==> config.mk <==
export PLATFORM = sky130hd
export DESIGN_NAME = memory_port_arbiter
export DESIGN_NICKNAME = d
export VERILOG_FILES = /design/src/rtl/memory_port_arbiter.sv
export SDC_FILE = /design/constraint.sdc
export NUM_CORES = 1
export LEC_CHECK = 0
export CAP_MARGIN = 10
export CORE_MARGIN = 3
export CORE_UTILIZATION = 40
export DETAILED_ROUTE_END_ITERATION = 8
export MAX_ROUTING_LAYER = met4
export PLACE_DENSITY = 0.77
export SETUP_SLACK_MARGIN = 0.2
export SYNTH_ARGS = -nofsm -noshare
export SYNTH_HDL_FRONTEND = slang
export SYNTH_SLANG_ARGS = --single-unit
==> constraint.sdc <==
create_clock -name clk_i -period 2.73 [get_ports clk_i]
set_input_delay 0.819 -clock clk_i [delete_from_list [all_inputs] [get_ports clk_i]]
set_output_delay 0.819 -clock clk_i [all_outputs]
set_load 0.02 [all_outputs]
==> src/rtl/memory_port_arbiter.sv <==
// Arbitrates the single data-memory port between the load unit and the store-buffer drain.
// Define MEM_PORT_TIMEOUT_EN to add a per-transaction timeout that reports bus_error_o.
module memory_port_arbiter #(
    parameter int unsigned STARVE_LIMIT   = 4,
    parameter int unsigned TIMEOUT_CYCLES = 256
) (
    input  logic        clk_i,
    input  logic        rst_n_i,
    input  logic        flush_i,
    input  logic        ld_request_i,
    input  logic [31:0] ld_address_i,
    output logic        ld_valid_o,
    output logic [31:0] ld_data_o,
    input  logic        st_request_i,
    input  logic [31:0] st_address_i,
    input  logic [31:0] st_data_i,
    input  logic [1:0]  st_width_i,
    input  logic        st_buffer_full_i,
    output logic        st_done_o,
    output logic        mem_load_o,
    output logic        mem_store_o,
    output logic [31:0] mem_address_o,
    output logic [31:0] mem_data_o,
    output logic [1:0]  mem_width_o,
    input  logic        mem_valid_i,
    input  logic [31:0] mem_data_i,
    input  logic        mem_done_i,
    output logic        bus_error_o
);

    typedef enum logic [1:0] {
        IDLE       = 2'd0,
        LOAD_WAIT  = 2'd1,
        STORE_WAIT = 2'd2
    } state_e;

    localparam int unsigned SC_W = $clog2(STARVE_LIMIT + 1);

    state_e          state_q, state_d;
    logic            ld_pending_q, ld_pending_d;
    logic [31:0]     ld_addr_q, ld_addr_d;
    logic            st_pending_q, st_pending_d;
    logic [31:0]     st_addr_q, st_addr_d;
    logic [31:0]     st_data_q, st_data_d;
    logic [1:0]      st_width_q, st_width_d;
    logic [SC_W-1:0] starve_cnt_q, starve_cnt_d;
    logic            squash_q, squash_d;
    logic            mem_load_q, mem_load_d;
    logic            mem_store_q, mem_store_d;
    logic [31:0]     mem_address_q, mem_address_d;
    logic [31:0]     mem_data_q, mem_data_d;
    logic [1:0]      mem_width_q, mem_width_d;

    logic grant_ld, grant_st;
    logic ld_resp, st_resp, timeout;
    logic ld_busy, st_busy, ld_capture, st_capture;
    logic starve_hit;

    assign ld_resp    = (state_q == LOAD_WAIT)  && mem_valid_i;
    assign st_resp    = (state_q == STORE_WAIT) && mem_done_i;
    assign starve_hit = (starve_cnt_q == SC_W'(STARVE_LIMIT));

    // A channel frees up in the very cycle its response (or timeout) arrives.
    assign ld_busy    = ld_pending_q || ((state_q == LOAD_WAIT)  && !mem_valid_i && !timeout);
    assign st_busy    = st_pending_q || ((state_q == STORE_WAIT) && !mem_done_i  && !timeout);
    assign ld_capture = ld_request_i && !ld_busy;
    assign st_capture = st_request_i && !st_busy;

`ifdef MEM_PORT_TIMEOUT_EN
    localparam int unsigned TO_W = $clog2(TIMEOUT_CYCLES + 1);

    logic [TO_W-1:0] to_cnt_q, to_cnt_d;

    always_comb begin
        to_cnt_d = to_cnt_q + 1'b1;
        if (state_q == IDLE || state_d == IDLE) begin
            to_cnt_d = '0;
        end
    end

    always_ff @(posedge clk_i or negedge rst_n_i) begin
        if (!rst_n_i) begin
            to_cnt_q <= '0;
        end else begin
            to_cnt_q <= to_cnt_d;
        end
    end

    assign timeout = (state_q != IDLE) && !ld_resp && !st_resp &&
                     (to_cnt_q == TO_W'(TIMEOUT_CYCLES - 1));
`else
    assign timeout = 1'b0;
`endif

    // State register and all datapath registers.
    always_ff @(posedge clk_i or negedge rst_n_i) begin
        if (!rst_n_i) begin
            state_q       <= IDLE;
            ld_pending_q  <= 1'b0;
            ld_addr_q     <= '0;
            st_pending_q  <= 1'b0;
            st_addr_q     <= '0;
            st_data_q     <= '0;
            st_width_q    <= '0;
            starve_cnt_q  <= '0;
            squash_q      <= 1'b0;
            mem_load_q    <= 1'b0;
            mem_store_q   <= 1'b0;
            mem_address_q <= '0;
            mem_data_q    <= '0;
            mem_width_q   <= '0;
        end else begin
            state_q       <= state_d;
            ld_pending_q  <= ld_pending_d;
            ld_addr_q     <= ld_addr_d;
            st_pending_q  <= st_pending_d;
            st_addr_q     <= st_addr_d;
            st_data_q     <= st_data_d;
            st_width_q    <= st_width_d;
            starve_cnt_q  <= starve_cnt_d;
            squash_q      <= squash_d;
            mem_load_q    <= mem_load_d;
            mem_store_q   <= mem_store_d;
            mem_address_q <= mem_address_d;
            mem_data_q    <= mem_data_d;
            mem_width_q   <= mem_width_d;
        end
    end

    // Next-state and grant selection; a flush blocks a load grant in the same cycle.
    always_comb begin
        state_d  = state_q;
        grant_ld = 1'b0;
        grant_st = 1'b0;
        case (state_q)
            IDLE: begin
                if (st_pending_q && (st_buffer_full_i || starve_hit)) begin
                    grant_st = 1'b1;
                end else if (ld_pending_q && !flush_i) begin
                    grant_ld = 1'b1;
                end else if (st_pending_q) begin
                    grant_st = 1'b1;
                end
                if (grant_ld) begin
                    state_d = LOAD_WAIT;
                end else if (grant_st) begin
                    state_d = STORE_WAIT;
                end
            end
            LOAD_WAIT: begin
                if (mem_valid_i || timeout) begin
                    state_d = IDLE;
                end
            end
            STORE_WAIT: begin
                if (mem_done_i || timeout) begin
                    state_d = IDLE;
                end
            end
            default: state_d = IDLE;
        endcase
    end

    always_comb begin
        ld_pending_d  = ld_pending_q;
        ld_addr_d     = ld_addr_q;
        st_pending_d  = st_pending_q;
        st_addr_d     = st_addr_q;
        st_data_d     = st_data_q;
        st_width_d    = st_width_q;
        starve_cnt_d  = starve_cnt_q;
        mem_address_d = mem_address_q;
        mem_data_d    = mem_data_q;
        mem_width_d   = mem_width_q;
        mem_load_d    = grant_ld;
        mem_store_d   = grant_st;

        if (grant_ld) begin
            ld_pending_d = 1'b0;
        end
        if (flush_i) begin
            ld_pending_d = 1'b0;
        end else if (ld_capture) begin
            ld_pending_d = 1'b1;
            ld_addr_d    = ld_address_i;
        end

        if (grant_st) begin
            st_pending_d = 1'b0;
        end
        if (st_capture) begin
            st_pending_d = 1'b1;
            st_addr_d    = st_address_i;
            st_data_d    = st_data_i;
            st_width_d   = st_width_i;
        end

        if (grant_ld) begin
            mem_address_d = ld_addr_q;
        end
        if (grant_st) begin
            mem_address_d = st_addr_q;
            mem_data_d    = st_data_q;
            mem_width_d   = st_width_q;
        end

        if (grant_st) begin
            starve_cnt_d = '0;
        end else if (grant_ld && st_pending_q && !starve_hit) begin
            starve_cnt_d = starve_cnt_q + 1'b1;
        end

        // The squash flag only lives while the flushed load is still outstanding.
        squash_d = 1'b0;
        if (state_q == LOAD_WAIT && state_d == LOAD_WAIT) begin
            squash_d = squash_q || flush_i;
        end
    end

    always_comb begin
        ld_valid_o  = ld_resp && !squash_q && !flush_i;
        ld_data_o   = '0;
        if (ld_resp && !squash_q && !flush_i) begin
            ld_data_o = mem_data_i;
        end
        st_done_o   = (state_q == STORE_WAIT) && (mem_done_i || timeout);
        bus_error_o = timeout;
    end

    assign mem_load_o    = mem_load_q;
    assign mem_store_o   = mem_store_q;
    assign mem_address_o = mem_address_q;
    assign mem_data_o    = mem_data_q;
    assign mem_width_o   = mem_width_q;

    // A new request on a channel that is still pending or outstanding is a protocol violation.
    assert property (@(posedge clk_i) disable iff (!rst_n_i) !(ld_request_i && ld_busy));
    assert property (@(posedge clk_i) disable iff (!rst_n_i) !(st_request_i && st_busy));
    assert property (@(posedge clk_i) (STARVE_LIMIT > 0) && (TIMEOUT_CYCLES > 0));

endmodule

* Word-level counts from Yosys, hierarchy flattened
Index checks and enable logic that the tools add are counted.
** Storage, ports and cells
- ROM bits :: 0
- Bits in writable memories :: 0
- Latch bits :: 0
- Register bits after elaboration :: 174
- Input port bits :: 138
- Memories kept :: 0
** Cells by class
- Add/subtract/negate cells :: 1
- Divide/modulo/power cells :: 0
- Multiplexer cells :: 25
- Equality and inequality tests :: 4
- Order comparisons :: 0
- Shift operators :: 0
- Multipliers :: 0
- Reductions and logical operators :: 30
- Bitwise logic cells :: 1
** Operator list (number)
- 32-bit 2-to-1 mux :: 3
- 1-bit 2-to-1 mux :: 15
- 1-bit logical AND :: 13
- 2-bit 2-to-1 mux :: 4
- 1-bit zero test :: 7
- 3-bit 2-to-1 mux :: 2
- 2-bit one-hot mux with 3 select lines :: 1
- 2-bit nonzero test :: 3
- 2-bit by 1-bit equality test with 1-bit output (second input constant) :: 2
- 1-bit logical OR :: 4
- 3-bit by 1-bit adder with 3-bit output (second input constant) :: 1
- 3-bit equality test (second input constant) :: 1
- 3-bit nonzero test :: 1
- 2-bit equality test (second input constant) :: 1
- 2-bit zero test :: 1
- 2-bit AND reduction :: 1
- 1-bit inverter :: 1

* Depth between registers and ports, before layout
Gate-level depths: netlist (run 1).
- Depth after elaboration :: 11
- Depth in mapped cells :: 7
- Gate-level depth less buffers :: 6

* Least setup slack after synthesis (run 1)
Ideal clock, no wire load.
- Path kind :: input port to output port
- Start point :: input flush_i
- End point :: output ld_data_o[22]
- Slack :: 0.085 ns
- Path buffers :: 1
- Arrival :: 1.826 ns
- Stages :: 4
- Cells stage by stage :: nor2_1 > and4b_1 > clkbuf_1 > and2_1
** On the way
- Cells in the longest elaborated chain, start to end :: 3
** RTL lines
- from (decl) :: line 9 : input logic flush_i,
- 1-bit zero test
- 1-bit logical AND
- named net ld_valid_o :: line 12 : output logic ld_valid_o,
- 32-bit 2-to-1 mux :: line 223 : if (ld_resp && !squash_q && !flush_i) begin
- to (decl) :: line 13 : output logic [31:0] ld_data_o,
The timed path passes the listed nets, and every way through them passes these cells.

* Worst setup path in the final report (run 1)
- Start point :: input flush_i
- End point :: output ld_data_o[22]
** On the way
- Cells in the longest elaborated chain, start to end :: 3
** RTL lines (line)
- 1-bit zero test :: 223
- 1-bit logical AND :: 223
- 32-bit 2-to-1 mux :: 223
No other way between the ends.

==> results.cfg, run 1 <==
[worst_setup_path]
endpoint_kind = output pin
crit_top_cell = buf_6
path_cells = buf_8 > nor2_4 > and4b_2 > buf_6 > buf_6 > buf_6 > buf_12 > and2_4 > buf_6
reg2reg_slack_ps = 740
startpoint_type = input port
worstSetupPathType = in2out
slowest_delay_ps = 250
crit_path_top_delay_cell = and4b_2
worstPathRequired_ps = 1910
crit_arrival_ps = 1920
worst-path-max-fanout = 5

[clock_network]
root_buffer = clkbuf_16
cts_tree = done
h-tree-depth = 4
path_clk_slew_ps = 60
cts.sinks = 174
numCtsBuffers = 17
clkLatencyLatePin_ps = 420
hold_buffers = 0
clock_path_buffers = 2

[sta]
period_minus_slack_ps = 2737
setup_violations = 4
holdWs_ps = 368.5
fin_ws_ps = -6.710
finalMaxSlewViolations = 0
max_freq_mhz = 365.4
skew_ps = 9.316
rsz0062_at_grt = yes
hold_viol = 0
tightest_slew_ps = 729.7
period_share_pct = 100.2
slew_headroom_pct = 51.28

[power_and_ir_drop]
p_sw_uw = 3627
switching_share_pct = 31.58
leakagePower_uw = 0.004586
p_total_uw = 11480
seq_power_share_pct = 38.2
power_frac_comb_pct = 39.5
max-vdd-ir-drop_v = 0.0004997
powerDensity_mw_per_mm2 = 1067
p_int_uw = 7857
pwr-share-clk_pct = 22.3

[die]
die_x_um = 139.0
rows = 48
initial_core_util_pct = 40.92
num_io_pins = 241
dieArea_sq_mm = 0.01933
die_height_um = 139.0
core-area_sq_mm = 0.01730

[outcome]
outcome = finished with violations
violations = negative setup slack

[run]
maxCapViolCount = 0

[route]
drt-vias-per-instance = 5.127
first_pass_iters = 4
drt_iter0_drc = 245
via_count = 4932
ant_nets = 0
drc_errors = 0
wl_per_cell_um = 19.65
drt-total-wl_mm = 18.91

[final_layout]
nets = 866
final_core_util_pct = 62.25
antennaDiodeCount = 0
layout-drive-gt1-share_pct = 33.24
fin_cells = 962
area_growth_syn_to_layout_pct = 52.11

[global_routing]
track_usage_pct = 20.39
grt_max_degree = 59
overflow = 0
antenna_found_initial = 0
grt_pass1_vias = 5408
grt_pass1_wl_mm = 30.00

[place]
place_ws_ps = -652.8
io_buffers = 239
hpwl_mm = 12.65
dp_cells = 919
routabilityCongestion = 0.9198

[synth]
yosysTopAreaCell = dfrtp_1
seq_area_frac_synth_pct = 61.52
post-synth-top-area-fraction_pct = 61.52
syn_avg_cell_area_sq_um = 15.19
ys_warn_count = 0
synthTopCellsByCount = 174 x dfrtp_1, 103 x mux2_2, 32 x a221o_1, 32 x and2_1, 32 x nor3b_1
synthCells = 466
syn_area_sq_mm = 0.007078
async_flop_share_pct = 100.0
synth_ff_type = dfrtp_1
synth_edf_count = 0
yosysMostFrequentCell = dfrtp_1
yosys_register_bits = 174
netlist_top_cells_area = dfrtp_1 62%, mux2_2 16%, mux2_1 4.6%
yosysUniqueCellTypes = 35
syn-num-nets = 606

[worst_hold_path]
hold_class = in2async
==> routing by layer <==
| metal | up-vias | global-route usage, % | share of wire, % |
|---|---|---|---|
| met3 | 17 | 4.793 | 5.9 |
| met4 | 0 | 5.613 | 1.3 |
| met2 | 182 | 36.18 | 54 |
| met5 | - | - | 0 |
| met1 | 2530 | 23.16 | 39 |
| li1 | 2203 | - | - |
==> power by group through the flow <==
| stage | Clock [uW] | Combinational (uW) | Sequential [uW] |
|---|---|---|---|
| floorplan | 0 | 2120 | 4870 |
| global placement | 0 | 4400 | 4340 |
| detailed placement | 0 | 4540 | 4420 |
| CTS | 2610 | 4600 | 4390 |
| global route | 2720 | 4850 | 4520 |
| finish | 2560 | 4540 | 4390 |
==> registers in the layout (all words and copies together), names as in the netlist <==
register       cells
ld_addr_q         32
mem_address_o     32
mem_data_o        32
st_addr_q         32
st_data_q         32
starve_cnt_q       3
mem_width_o        2
st_width_q         2
state_q            2
ld_pending_q       1
mem_load_o         1
mem_store_o        1
squash_q           1
st_pending_q       1
==> cell families after synthesis <==
kind of cell | share of synthesized area [%]
and+or+nand+nor | 8.485
muxes | 21.14
other | 0.05298
adders and majority gates | 0.3535
buffers and inverters | 2.775
AOI/OAI and AO/OA | 5.674
DFF | 61.52
==> area by class of cell <==
| type | count | area (sq um) |
|---|---|---|
| repair buffers | 271 | 2872 |
| well taps | 225 | 281.5 |
| multi-input cells | 259 | 2629 |
| flip-flops and latches | 174 | 4354 |
| inverters | 3 | 11.26 |
| fillers | 1234 | 6530 |
| clock buffers | 20 | 456.7 |
| clock inverters | 10 | 162.7 |
==> critical path: cells and delay by family <==
| family | cells | cell delay [ps] |
|---|---|---|
| buffers and inverters | 6 | 650 |
| AND/OR/NAND/NOR | 3 | 460 |
==> through the flow <==
step                cell area (sq um)  TNS (ps)
global route                    10770    -479.3
detailed placement               9811    -21040
finish                          10770    -17.13
CTS                             10750         0
floorplan                        7079         0
global placement                 9811    -20220
==> placed cells by master, fill, tap and decap left out, types with 2 or more instances in the layout <==
master and instances:
mux2_1 29, clkdlybuf4s50_1 202, o21ai_0 2, a21o_1 2, buf_6 39, buf_12 8, clkinv_2 2, a221o_1 32
nor2_1 2, clkbuf_16 17, clkinvlp_4 2, inv_1 2, nor3b_1 32, nand2b_1 2, ha_1 2, and2_4 32
nor3b_4 2, buf_16 4, dfrtp_1 174, bufinv_16 4, mux2_2 103, buf_4 16, clkbuf_8 2
==> final timing paths <==
kind,cells after the start,startpoint,endpoint
setup / recovery,9,flush_i,ld_data_o[22]
hold / removal,1,rst_n_i,ld_addr_q[7]
setup reg to reg,6,starve_cnt_q[0],mem_address_o[24]
hold reg to reg,1,st_data_q[30],st_data_q[30]
max in group asynchronous,2,rst_n_i,st_addr_q[23]
min in group clk_i,1,st_data_q[30],st_data_q[30]
==> repair_timing <==
item	CTS	global route
resized for setup	255	1
setup buffers	7	2
gates cloned	4	0
pin swaps	17	0
setup endpoints to repair	34	33
Power figures use the tool's default switching activity.
==> run 2, diff against run 1 <==
Settings changed: CTS_BUF_LIST set to sky130_fd_sc_hd__clkbuf_2.
==> run 2 against run 1 <==
Effect of this change:
- the run still ends with negative setup slack left
- final area decreased by 4.7%
- cell count unchanged
- clock skew increased by 26 ps
- maximum frequency decreased by 5.1%
- via count decreased by 0.61%
- global-route usage decreased by 0.52 points
- non-clock buffer count decreased by 1
- first-iteration DRC count increased by 8.2%
- die area unchanged
- clock-buffer cell count decreased by 2
- hold slack improved by 150 ps
==> results.cfg, run 2 (synthesized netlist as in run 1, its figures left out) <==
[route]
via_count = 4902
wl_per_cell_um = 19.20
drc_errors = 0
ant_nets = 0
drt-vias-per-instance = 5.096
drt_iter0_drc = 265
first_pass_iters = 5
drt-total-wl_mm = 18.47

[sta]
finalMaxSlewViolations = 0
skew_ps = 35.08
period_minus_slack_ps = 2884
fin_ws_ps = -153.6
fin_setup_tns_ps = -4178
holdWs_ps = 515.0
tightest_slew_ps = 577.5
rsz0062_at_grt = yes
setup_violations = 34
slew_headroom_pct = 61.45
period_share_pct = 105.6
max_freq_mhz = 346.8
hold_viol = 0

[clock_network]
cts_tree = done
h-tree-depth = 4
cts.sinks = 174
numCtsBuffers = 17
root_buffer = clkbuf_2
clkLatencyLatePin_ps = 720
clock_path_buffers = 2
path_clk_slew_ps = 240

[power_and_ir_drop]
leakagePower_uw = 0.004550
p_total_uw = 9991
max-vdd-ir-drop_v = 0.0005082
powerDensity_mw_per_mm2 = 973.8

[global_routing]
grt_max_degree = 59
antenna_found_initial = 1
grt_pass1_vias = 5342
track_usage_pct = 19.87
overflow = 0
grt_pass1_wl_mm = 29.42

[die]
initial_core_util_pct = 40.92
die_height_um = 139.0
dieArea_sq_mm = 0.01933
rows = 48
die_x_um = 139.0
core-area_sq_mm = 0.01730
num_io_pins = 241

[place]
dp_cells = 919
hpwl_mm = 12.65
routabilityCongestion = 0.9198
io_buffers = 239

[outcome]
outcome = finished with violations
violations = negative setup slack

[final_layout]
final_cell_mix = 174 x dfrtp_1, 135 x clkdlybuf4s50_1, 103 x mux2_2
nets = 865
layout-drive-gt1-share_pct = 32.20
final_common_cell = dfrtp_1
fin_cells = 962
fillers = 1326
area_growth_syn_to_layout_pct = 44.95

[run]
maxCapViolCount = 0

[worst_setup_path]
worst-path-max-fanout = 17
endpoint_kind = output pin
startpoint_type = input port
worstSetupPathType = in2out
worstPathRequired_ps = 1910
crit_arrival_ps = 2060

[worst_hold_path]
hold_class = reg2reg
run 2: final cells by class:
class	count	area, sq um	area share (%)
Sequential cell	174	4354	42.44
Timing Repair Buffer	270	2733	26.63
Multi-Input combinational cell	259	2616	25.50
Tap cell	225	281.5	2.744
Clock inverter	12	170.2	1.659
Clock buffer	18	90.09	0.8781
Inverter	3	12.51	0.1220
Antenna cell	1	2.502	0.02439
run 2: worst paths after layout:
path | slack, ps | depth (start not counted) | start | end
max reg2reg | 400 | 10 | state_q[0] | mem_address_o[26]
max | -150 | 6 | mem_valid_i | ld_data_o[21]
max in group asynchronous | 1430 | 3 | rst_n_i | mem_address_o[15]
min | 520 | 1 | ld_addr_q[11] | mem_address_o[11]
min in group asynchronous | 610 | 2 | rst_n_i | st_addr_q[9]
min reg2reg | 520 | 1 | ld_addr_q[11] | mem_address_o[11]
run 2: what timing repair did:
item	in CTS	in global routing
pin swaps	2	12
setup buffers	8	1
hold buffers	1	0
endpoints found under the setup margin	102	60
resized for setup	291	21
hold endpoints to repair	55	0
gates cloned	1	1
run 2: worst max-delay path: stages:
cell	delay [ps]
clkdlybuf4s50_1	470
and4b_2	240
buf_4	120
buf_12	130
and2_1	160
buf_6	120
run 2: power by group:
part           leakage [uW]  internal, uW  switching [uW]
logic               0.00232          2180            2020
clock network      0.000151           590             870
registers           0.00208          3740             592
total               0.00455          6510            3480
run 2: per-layer routing:
metal	track usage [%]	routed length, um	vias up
li1	-	-	2199
met1	23.20	7410	2503
met2	33.78	9781	185
met3	5.310	1039	15
met4	6.025	237	0
met5	-	0	-
run 2: stage by stage:
stage | area, sq um | utilization (%) | worst slack [ps]
floorplan | 7079 | - | 232.8
global placement | 9811 | 56.72 | -621.3
detailed placement | 9811 | 56.72 | -652.8
CTS | 10170 | 58.79 | -207.7
global route | 10260 | 59.32 | -363.3
finish | 10260 | 59.32 | -153.6
==> run 3, diff against run 2 <==
Settings changed: CORE_MARGIN 3 to not set, GPL_ROUTABILITY_DRIVEN set to 0.
==> run 3 against run 2 <==
Effect of this change:
- critical path type unchanged
- largest power group unchanged
- the flow still finishes with violations (negative setup slack)
- first-iteration DRC count fell by 17%
- clock power fell by 5%
- final area fell by 1.7%
- cell count fell by 0.52%
- combinational power barely moved
==> results.cfg, run 3 (synthesized netlist as in run 1, its figures left out) <==
[final_layout]
final_common_cell = dfrtp_1
fin_area_sq_mm = 0.01008
final_cell_mix = 174 x dfrtp_1, 135 x clkdlybuf4s50_1, 103 x mux2_2
nets = 858
fin_cells = 957
layout-drive-gt1-share_pct = 30.51
area_growth_syn_to_layout_pct = 42.43

[sta]
holdWs_ps = 453.0
skew_ps = 42.39
setup_violations = 33
slew_headroom_pct = 50.58
rsz0062_at_grt = yes
period_share_pct = 107.6
period_minus_slack_ps = 2937
max_freq_mhz = 340.5
fin_ws_ps = -207.2
tightest_slew_ps = 740.3
hold_viol = 0
finalMaxSlewViolations = 0

[power_and_ir_drop]
powerDensity_mw_per_mm2 = 979.6
max-vdd-ir-drop_v = 0.0004942
leakagePower_uw = 0.004481
p_total_uw = 9876

[clock_network]
numCtsBuffers = 17
clkLatencyLatePin_ps = 770
path_clk_slew_ps = 280
h-tree-depth = 4
clock_path_buffers = 2
cts.sinks = 174
cts_tree = done
root_buffer = clkbuf_2

[die]
num_io_pins = 241
die_height_um = 135.0
rows = 48
dieArea_sq_mm = 0.01823
initial_core_util_pct = 40.92
die_x_um = 135.0
core-area_sq_mm = 0.01730

[worst_setup_path]
worstPathRequired_ps = 1910
crit_arrival_ps = 2120
worst-path-max-fanout = 16
slowest_delay_ps = 460
crit_top_cell = buf_4
worstReg2RegStart = state_q[0]
reg2reg_slack_ps = 580
timing.rr.end = mem_address_o[18]
crit_path_top_delay_cell = clkdlybuf4s50_1
crit_end = ld_data_o[23]
crit_start = mem_valid_i
r2r_cells = 6
path_cells = clkdlybuf4s50_1 > and4b_2 > buf_4 > buf_16 > and2_1 > buf_4
endpoint_kind = output pin
startpoint_type = input port
worstSetupPathType = in2out

[global_routing]
overflow = 0
grt_max_degree = 62
grt_pass1_wl_mm = 28.11
grt_pass1_vias = 5305
antenna_found_initial = 1
track_usage_pct = 21.34

[worst_hold_path]
worst_hold_startpoint = flush_i
hold_class = in2reg

[route]
drc_errors = 0
drt-total-wl_mm = 18.10
drt-vias-per-instance = 5.126
first_pass_iters = 4
ant_nets = 0
via_count = 4906
wl_per_cell_um = 18.92
drt_iter0_drc = 220

[outcome]
outcome = finished with violations
violations = negative setup slack

[place]
hpwl_mm = 12.53
placed_cell_area_sq_mm = 0.009818
dp_cells = 920
place_ws_ps = -646.0
io_buffers = 239

[run]
maxCapViolCount = 0
[run 3: cell types whose count changed in the layout (fill, tap and decap cells not counted), sizes merged, moves of 2 or more]
cell,previous run,this run
inv,3,8
clkbuf,19,17
bufinv,4,2
buf,64,58
[run 3: layout make-up]
| class | count | area, sq um |
|---|---|---|
| inverter | 3 | 11.26 |
| sequential | 174 | 4354 |
| fill | 1395 | 7216 |
| clock buffer | 17 | 85.08 |
| clock inverter | 15 | 161.4 |
| antenna | 1 | 2.502 |
| timing repair buffer | 263 | 2596 |
| tap | 225 | 281.5 |
| multi-input combinational | 259 | 2589 |
[run 3: worst max-delay path, delay by kind of cell]
family                 cells  cell delay (ps)
buffers and inverters      4              900
and+or+nand+nor            2              400
[run 3: per-layer routing]
metal,up-vias,GRT usage (%),wire [um]
met5,-,-,0
met4,0,7.678,308
met3,25,5.593,1279
met2,200,37.46,9538
met1,2498,23.20,6976
li1,2183,-,-
[run 3: how the worst min path moves through the flow]
stage / to / slack (ps) / depth (start not counted)
after global routing: squash_q / 370 / 4
final: squash_q / 450 / 4
after floorplan: squash_q / 440 / 2
after detailed placement: st_data_q[26] / 480 / 1
after global placement: st_data_q[24] / 460 / 1
after CTS: mem_data_o[5] / 460 / 2
[run 3: per-stage QoR]
stage                     util (%)  TNS [ps]
after floorplan                  -         0
after global placement       56.76    -20300
after detailed placement     56.76    -20780
after CTS                    57.99     -8502
after global routing         58.28     -9696
final                        58.28     -6068
[run 3: repair_timing]
item                                   4_1_cts  5_1_grt
gates cloned                                 1        0
endpoints found under the hold margin       47        0
gates resized for setup                    264       17
pin swaps                                    2        1
buffers inserted                             2        0
setup endpoints to repair                  102       34
hold buffers                                 1        0
[run 3: power breakdown]
group / internal [uW] / switching, uW / total [uW]
logic: 2150 / 2020 / 4170
clock network: 436 / 940 / 1380
registers: 3740 / 590 / 4330
